## config.mk

```make
export PLATFORM = sky130hd
export DESIGN_NAME = motor_cmd_ramp_flat
export DESIGN_NICKNAME = d
export VERILOG_FILES = /design/src/rtl/motor_pkg.sv /design/src/rtl/motor_cmd_ramp_if.sv /design/src/rtl/tick_divider.sv /design/src/rtl/motor_cmd_ramp.sv /design/src/flat_wrapper.sv
export SDC_FILE = /design/constraint.sdc
export NUM_CORES = 1
export LEC_CHECK = 0
export BUFFER_PORTS_ARGS = -buffer_cell sky130_fd_sc_hd__buf_2
export CORE_ASPECT_RATIO = 0.75
export CORE_MARGIN = 2
export CORE_UTILIZATION = 53
export CTS_CLUSTER_DIAMETER = 50
export DETAILED_ROUTE_END_ITERATION = 10
export GPL_ROUTABILITY_DRIVEN = 0
export HOLD_SLACK_MARGIN = 0.15
export PLACE_DENSITY = 0.75
export SETUP_SLACK_MARGIN = 0.15
export SYNTH_ARGS = -nofsm -noshare
export SYNTH_HDL_FRONTEND = slang
export SYNTH_HIERARCHICAL = 1
export SYNTH_SLANG_ARGS = --single-unit
```

## constraint.sdc

```tcl
create_clock -name sysclk -period 3.25 [get_ports sysclk]
set_input_delay 0.975 -clock sysclk [delete_from_list [all_inputs] [get_ports sysclk]]
set_output_delay 0.975 -clock sysclk [all_outputs]
set_load 0.005 [all_outputs]
```

## src/rtl/motor_pkg.sv

```systemverilog
`default_nettype none
// +--------------------------------------------------------------------+
// | motor_pkg : shared types, constants and ramp arithmetic helpers   |
// | Rev 1.0                                                            |
// +--------------------------------------------------------------------+
package motor_pkg;

  localparam int SPEED_W = 9;

  typedef logic [SPEED_W-1:0] speed_t;
  typedef logic [1:0]         drive_mode_t;

  localparam drive_mode_t MODE_OFF   = 2'd0;
  localparam drive_mode_t MODE_DRIVE = 2'd1;
  localparam drive_mode_t MODE_BRAKE = 2'd2;
  localparam drive_mode_t MODE_COAST = 2'd3;

  typedef enum logic [1:0] {
    ST_RUN   = 2'd0,
    ST_DECEL = 2'd1,
    ST_DWELL = 2'd2
  } ramp_state_e;

  // Move cur one step toward tgt; snap to tgt when within one step.
  function automatic speed_t ramp_toward(input speed_t cur, input speed_t tgt, input speed_t step);
    logic signed [SPEED_W:0] diff;
    logic signed [SPEED_W:0] lim;
    diff = $signed({1'b0, tgt}) - $signed({1'b0, cur});
    lim  = $signed({1'b0, step});
    if ((diff <= lim) && (diff >= -lim)) begin
      return tgt;
    end else if (diff > 0) begin
      return cur + step;
    end else begin
      return cur - step;
    end
  endfunction

  function automatic speed_t sat_dec(input speed_t cur, input speed_t step);
    return (cur > step) ? (cur - step) : '0;
  endfunction

endpackage
`default_nettype wire

```

## src/rtl/motor_cmd_ramp_if.sv

```systemverilog
`default_nettype none
// +--------------------------------------------------------------------+
// | motor_cmd_ramp_if : command side and motor-driver side of the ramp |
// | Rev 1.0                                                            |
// +--------------------------------------------------------------------+
interface motor_cmd_ramp_if;
  import motor_pkg::*;

  logic        cmd_strobe;
  speed_t      cmd_speed;
  logic        cmd_dir;
  drive_mode_t cmd_mode;
  logic        timeout;

  speed_t      motor_speed;
  logic        motor_dir;
  drive_mode_t drive_mode;
  logic        ramping;

  modport master (
    output cmd_strobe, cmd_speed, cmd_dir, cmd_mode, timeout,
    input  motor_speed, motor_dir, drive_mode, ramping
  );

  modport slave (
    input  cmd_strobe, cmd_speed, cmd_dir, cmd_mode, timeout,
    output motor_speed, motor_dir, drive_mode, ramping
  );

endinterface
`default_nettype wire

```

## src/rtl/tick_divider.sv

```systemverilog
`default_nettype none
// +--------------------------------------------------------------------+
// | tick_divider : free-running prescaler, one-cycle tick every DIV    |
// | Rev 1.0                                                            |
// +--------------------------------------------------------------------+
module tick_divider #(
  parameter int DIV = 1024
) (
  input  logic sysclk,
  input  logic reset,
  output logic tick
);

  localparam int CNT_W = (DIV > 2) ? $clog2(DIV) : 1;
  localparam logic [CNT_W-1:0] LAST = CNT_W'(DIV - 1);
  localparam logic [CNT_W-1:0] PRE  = CNT_W'(DIV - 2);

  logic [CNT_W-1:0] cnt;

  // tick is registered so it is high exactly while cnt == DIV-1.
  always_ff @(posedge sysclk) begin
    if (reset) begin
      cnt  <= '0;
      tick <= 1'b0;
    end else if (cnt == LAST) begin
      cnt  <= '0;
      tick <= 1'b0;
    end else begin
      cnt  <= cnt + 1'b1;
      tick <= (cnt == PRE);
    end
  end

endmodule
`default_nettype wire

```

## src/rtl/motor_cmd_ramp.sv

```systemverilog
`default_nettype none
// +--------------------------------------------------------------------+
// | motor_cmd_ramp : slew-limits speed commands, reverses via a dwell  |
// | Rev 1.0                                                            |
// +--------------------------------------------------------------------+
module motor_cmd_ramp
  import motor_pkg::*;
#(
  parameter int STEP        = 4,
  parameter int TICK_DIV    = 1024,
  parameter int DWELL_TICKS = 8
) (
  input  logic             sysclk,
  input  logic             reset,
  motor_cmd_ramp_if.slave  bus
);

  localparam speed_t STEP_V = SPEED_W'(STEP);
  localparam int DW_W = $clog2(DWELL_TICKS + 1);
  localparam logic [DW_W-1:0] DWELL_LOAD = DW_W'(DWELL_TICKS);
  localparam logic [DW_W-1:0] DWELL_ONE  = DW_W'(1);

  logic        tick;
  speed_t      motor_speed;
  logic        motor_dir;
  drive_mode_t drive_mode;
  logic        ramping;
  speed_t      tgt_speed;
  logic        tgt_dir;
  drive_mode_t tgt_mode;
  ramp_state_e state;
  logic [DW_W-1:0] dwell_cnt;
  speed_t      dec_speed;

  tick_divider #(.DIV(TICK_DIV)) u_tick (
    .sysclk (sysclk),
    .reset  (reset),
    .tick   (tick)
  );

  assign dec_speed = sat_dec(motor_speed, STEP_V);

  always_ff @(posedge sysclk) begin
    if (reset) begin
      motor_speed <= '0;
      motor_dir   <= 1'b0;
      drive_mode  <= MODE_OFF;
      ramping     <= 1'b0;
      tgt_speed   <= '0;
      tgt_dir     <= 1'b0;
      tgt_mode    <= MODE_OFF;
      state       <= ST_RUN;
      dwell_cnt   <= '0;
    end else begin
      ramping <= (state != ST_RUN) || (motor_speed != tgt_speed) || (motor_dir != tgt_dir);

      if (bus.timeout) begin
        // Watchdog wins over any strobe in the same cycle; the command is dropped.
        motor_speed <= '0;
        drive_mode  <= MODE_OFF;
        tgt_speed   <= '0;
        tgt_mode    <= MODE_OFF;
        state       <= ST_RUN;
        dwell_cnt   <= '0;
      end else if (bus.cmd_strobe && (bus.cmd_mode == MODE_OFF)) begin
        motor_speed <= '0;
        drive_mode  <= MODE_OFF;
        tgt_speed   <= '0;
        tgt_dir     <= bus.cmd_dir;
        tgt_mode    <= MODE_OFF;
        state       <= ST_RUN;
        dwell_cnt   <= '0;
      end else if (!bus.cmd_strobe && (tgt_mode == MODE_OFF)) begin
        motor_speed <= '0;
        tgt_speed   <= '0;
        state       <= ST_RUN;
        dwell_cnt   <= '0;
      end else begin
        if (bus.cmd_strobe) begin
          tgt_speed  <= bus.cmd_speed;
          tgt_dir    <= bus.cmd_dir;
          tgt_mode   <= bus.cmd_mode;
          drive_mode <= bus.cmd_mode;
        end

        // Motion follows the targets registered before this edge, so a new
        // command takes effect on the first tick after its capture.
        unique case (state)
          ST_RUN: begin
            if (tgt_dir != motor_dir) begin
              if (motor_speed == '0) begin
                motor_dir <= tgt_dir;
              end else if (tick) begin
                motor_speed <= dec_speed;
                if (dec_speed == '0) begin
                  state     <= ST_DWELL;
                  dwell_cnt <= DWELL_LOAD;
                end else begin
                  state <= ST_DECEL;
                end
              end else begin
                state <= ST_DECEL;
              end
            end else if (tick) begin
              motor_speed <= ramp_toward(motor_speed, tgt_speed, STEP_V);
            end
          end

          ST_DECEL: begin
            if (tgt_dir == motor_dir) begin
              state <= ST_RUN;
            end else if (tick) begin
              motor_speed <= dec_speed;
              if (dec_speed == '0) begin
                state     <= ST_DWELL;
                dwell_cnt <= DWELL_LOAD;
              end
            end else if (motor_speed == '0) begin
              state     <= ST_DWELL;
              dwell_cnt <= DWELL_LOAD;
            end
          end

          ST_DWELL: begin
            motor_speed <= '0;
            if (tgt_dir == motor_dir) begin
              state     <= ST_RUN;
              dwell_cnt <= '0;
            end else if (tick) begin
              if (dwell_cnt <= DWELL_ONE) begin
                dwell_cnt <= '0;
                motor_dir <= tgt_dir;
                state     <= ST_RUN;
              end else begin
                dwell_cnt <= dwell_cnt - 1'b1;
              end
            end
          end

          default: begin
            state <= ST_RUN;
          end
        endcase
      end
    end
  end

  assign bus.motor_speed = motor_speed;
  assign bus.motor_dir   = motor_dir;
  assign bus.drive_mode  = drive_mode;
  assign bus.ramping     = ramping;

endmodule
`default_nettype wire
```

## src/flat_wrapper.sv

```systemverilog
// flat-port wrapper written by rule: the top's interface ports become plain ports
module motor_cmd_ramp_flat import motor_pkg::*;
#(
  parameter int STEP        = 4,
  parameter int TICK_DIV    = 1024,
  parameter int DWELL_TICKS = 8
)
  (sysclk, reset, bus_cmd_strobe, bus_cmd_speed, bus_cmd_dir, bus_cmd_mode, bus_timeout, bus_motor_speed, bus_motor_dir, bus_drive_mode, bus_ramping);
  motor_cmd_ramp_if bus_i ();
  input  logic sysclk;
  input  logic reset;
  input wire logic [$bits(bus_i.cmd_strobe)-1:0] bus_cmd_strobe;
  input wire logic [$bits(bus_i.cmd_speed)-1:0] bus_cmd_speed;
  input wire logic [$bits(bus_i.cmd_dir)-1:0] bus_cmd_dir;
  input wire logic [$bits(bus_i.cmd_mode)-1:0] bus_cmd_mode;
  input wire logic [$bits(bus_i.timeout)-1:0] bus_timeout;
  output wire logic [$bits(bus_i.motor_speed)-1:0] bus_motor_speed;
  output wire logic [$bits(bus_i.motor_dir)-1:0] bus_motor_dir;
  output wire logic [$bits(bus_i.drive_mode)-1:0] bus_drive_mode;
  output wire logic [$bits(bus_i.ramping)-1:0] bus_ramping;
  assign bus_i.cmd_strobe = bus_cmd_strobe;
  assign bus_i.cmd_speed = bus_cmd_speed;
  assign bus_i.cmd_dir = bus_cmd_dir;
  assign bus_i.cmd_mode = bus_cmd_mode;
  assign bus_i.timeout = bus_timeout;
  assign bus_motor_speed = bus_i.motor_speed;
  assign bus_motor_dir = bus_i.motor_dir;
  assign bus_drive_mode = bus_i.drive_mode;
  assign bus_ramping = bus_i.ramping;
  motor_cmd_ramp #(.STEP(STEP), .TICK_DIV(TICK_DIV), .DWELL_TICKS(DWELL_TICKS)) u_core (.sysclk(sysclk), .reset(reset), .bus(bus_i));
endmodule
```

==> results.sh <==
export IMPL_slew_headroom=0.534
export IMPL_async_flop_share=0
export IMPL_cts_root_buf="clkbuf_8"
export IMPL_synth_ff_type="dfxtp_1"
export IMPL_grt_overflow=0
export IMPL_synth_nets=425
export IMPL_dp_hpwl_mm=6.19
export IMPL_port_buffers=28
export IMPL_wire_per_inst_um=18.0
export IMPL_worstPathMaxFanout=6
export IMPL_setup_viol=0
export IMPL_rsz0062_at_grt="true"
export IMPL_worstPathArrival_ns=3.27
export IMPL_grt_pass1_vias=2874
export IMPL_critPathBufInv=3
export IMPL_cap_viol_max_count=0
export IMPL_fin_skew_ns=0.0107
export IMPL_fin_setup_tns_ns=0
export IMPL_p_per_area_nw_per_um2=326
export IMPL_clk_pin_slew_ns=0.09
export IMPL_routed_wl_met3_um=759
export IMPL_status="complete, no violations"
export IMPL_ff2ff_setup_slack_ns=0.16
export IMPL_htree_levels=2
export IMPL_worst_slew_pin_slew_ns=0.698
export IMPL_cp_start_kind="register"
export IMPL_cts_buffers=5
export IMPL_drt_first_pass_iters=5
export IMPL_synth_cell_types=81
export IMPL_drt_iter0_markers=288
export IMPL_synth_top_area_share=0.251
export IMPL_yosys_warnings=6
export IMPL_synth_seq_area_share=0.251
export IMPL_slowest_delay_ns=0.37
export IMPL_antenna_found_initial=0
export IMPL_hold_path_class="register to register"
export IMPL_utilization=0.680
export IMPL_die_area_um2=6650
export IMPL_die_h_um=71.1
export IMPL_final_common_cell="dfxtp_1"
export IMPL_cp_end_kind="register"
export IMPL_fmax_ghz=0.324
export IMPL_cp_required_ns=3.42
export IMPL_area_growth_pct=23.8
export IMPL_std_cell_rows=24
export IMPL_ant_nets=0
export IMPL_slowest_stage="a211o_4"
export IMPL_worstPathCellList="ha_4, inv_2, fa_2, a211o_4, and4_1, a211oi_2, a2111oi_4, buf_4, a31oi_4, buf_12, mux2i_1, mux2_1, a21oi_2, a211oi_1"
export IMPL_grt_pass1_wl_mm=14.5
export IMPL_period_needed_ns=3.09
export IMPL_drv_slew=0
export IMPL_synth_edff_count=0
export IMPL_timing_final_ws_setup_ns=0.159
export IMPL_nets=473
export IMPL_cts_sinks=40
export IMPL_drc=0
export IMPL_syn_inst=387
export IMPL_syn_cell_area_um2=3180
export IMPL_netlist_top_cells_area="dfxtp_1, ha_1, mux2i_1"
export IMPL_whs_ns=0.510
export IMPL_core_um2=5800
export IMPL_clk_latency_ns=0.30
export IMPL_total_power_w=0.00128
export IMPL_wl_mm=9.26
export IMPL_top_layer="met4"
export IMPL_wl_met2_mm=3.96
export IMPL_grt_max_degree=23
export IMPL_io_pins=29
export IMPL_via_per_inst=6.22
export IMPL_avgSynthCellArea_um2=8.23
export IMPL_die_x_um=93.5
export IMPL_clockBufferDepth=2
export IMPL_hold_viol=0
export IMPL_antenna_cells=0
export IMPL_drive_gt1_frac=0.294
export IMPL_worstSetupPathType="register to register"
export IMPL_grt_use_total=0.273
export IMPL_cts_tree="done"
export IMPL_synth_seq_cells=40
export IMPL_p_leak_nw=1.57
export IMPL_dp_slack_ns=-0.0556
export IMPL_synth_largest_area_cell="dfxtp_1"
export IMPL_fin_crit_sh=0.951
export IMPL_num_vias=3197
export IMPL_crit_family="compound AO/OA/AOI/OAI gates"
export IMPL_met1Wirelength_mm=4.36
export IMPL_peakVddDrop_mv=0.284
export IMPL_floorplan_initialDensity=0.549
export IMPL_layout_common_cells="dfxtp_1, nor2_1, buf_2, buf_4, nand2_1"
==> cells by family after synthesis <==
logic type	share of synthesized area
adder cells (fa/ha/maj)	0.0888
AND/OR/NAND/NOR	0.254
flip-flops	0.251
multiplexers	0.0766
buffers and inverters	0.0499
AO/OA/AOI/OAI	0.239
XOR/XNOR	0.0409
==> flip-flops by register name, indices dropped and copies added, names as in the netlist <==
signal / flops
u_core/u_tick/tick: 1
u_core/bus.ramping: 1
u_core/tgt_mode: 2
u_core/u_tick/cnt: 10
u_core/bus.motor_speed: 9
u_core/dwell_cnt: 4
u_core/tgt_dir: 1
u_core/state: 2
u_core/tgt_speed: 9
u_core/bus.motor_dir: 1
==> what timing repair did <==
action	in CTS	in global routing
endpoints found under the setup margin	9	9
endpoints found under the hold margin	0	0
setup buffers	3	7
cloned	1	0
gates resized for setup	10	40
hold buffers	0	0
pin swaps	6	17
==> metrics by stage <==
step | std cells | cell area [um^2]
after detailed placement | 495 | 3490
after CTS | 507 | 3710
after global routing | 514 | 3940
final | 514 | 3940
after floorplan | 387 | 3180
after global placement | 495 | 3490
==> tightest hold or removal path, delay by kind of cell (launching register included) <==
kind | cells | cell delay (ns)
AO/OA/AOI/OAI | 2 | 0.13
flip-flops | 1 | 0.33
==> path summary, 6_finish.rpt <==
path / to / startpoint / depth (start not counted)
setup / recovery: u_core/bus.motor_speed[8] / u_core/bus.motor_speed[0] / 14
hold / removal: u_core/u_tick/cnt[7] / u_core/u_tick/cnt[7] / 2
setup reg to reg: u_core/bus.motor_speed[8] / u_core/bus.motor_speed[0] / 14
hold reg to reg: u_core/u_tick/cnt[7] / u_core/u_tick/cnt[7] / 2
==> power breakdown <==
part | internal (W) | switching [W] | total, W
Sequential | 0.000500 | 0.0000137 | 0.000514
Combinational | 0.000179 | 0.000172 | 0.000351
Clock | 0.000228 | 0.000192 | 0.000419
Total | 0.000907 | 0.000377 | 0.00128
==> Yosys cell counts, types with 3 or more instances <==
cell type and number:
a211oi_1 9, nand2b_1 5, buf_2 4, a31oi_1 5
inv_1 22, o21ai_0 16, nand3_1 12, nor3_1 11
nand2_1 27, nor2_1 37, nor4_1 3, o21ai_1 3
mux2i_1 21, ha_1 21, clkbuf_1 11, dfxtp_1 40
and3_1 10, a21o_1 4, o31ai_1 5, nand4_1 6
a21oi_1 20, nor2b_1 5, or3_1 5, a221oi_1 3
xnor2_1 11
==> per-layer routing <==
layer,vias up,track usage
li1,1535,-
met1,1496,0.433
met2,148,0.392
met3,18,0.0330
met4,0,0.0621
met5,-,0
==> layout make-up <==
| class | instances | area, um^2 |
|---|---|---|
| clock inverters | 3 | 42.5 |
| inverters | 23 | 86.3 |
| fillers | 448 | 1850 |
| multi-input cells | 308 | 2470 |
| clock buffers | 5 | 68.8 |
| well taps | 78 | 97.6 |
| flip-flops and latches | 40 | 803 |
| repair buffers | 57 | 374 |
(Power assumes the default switching activity.)
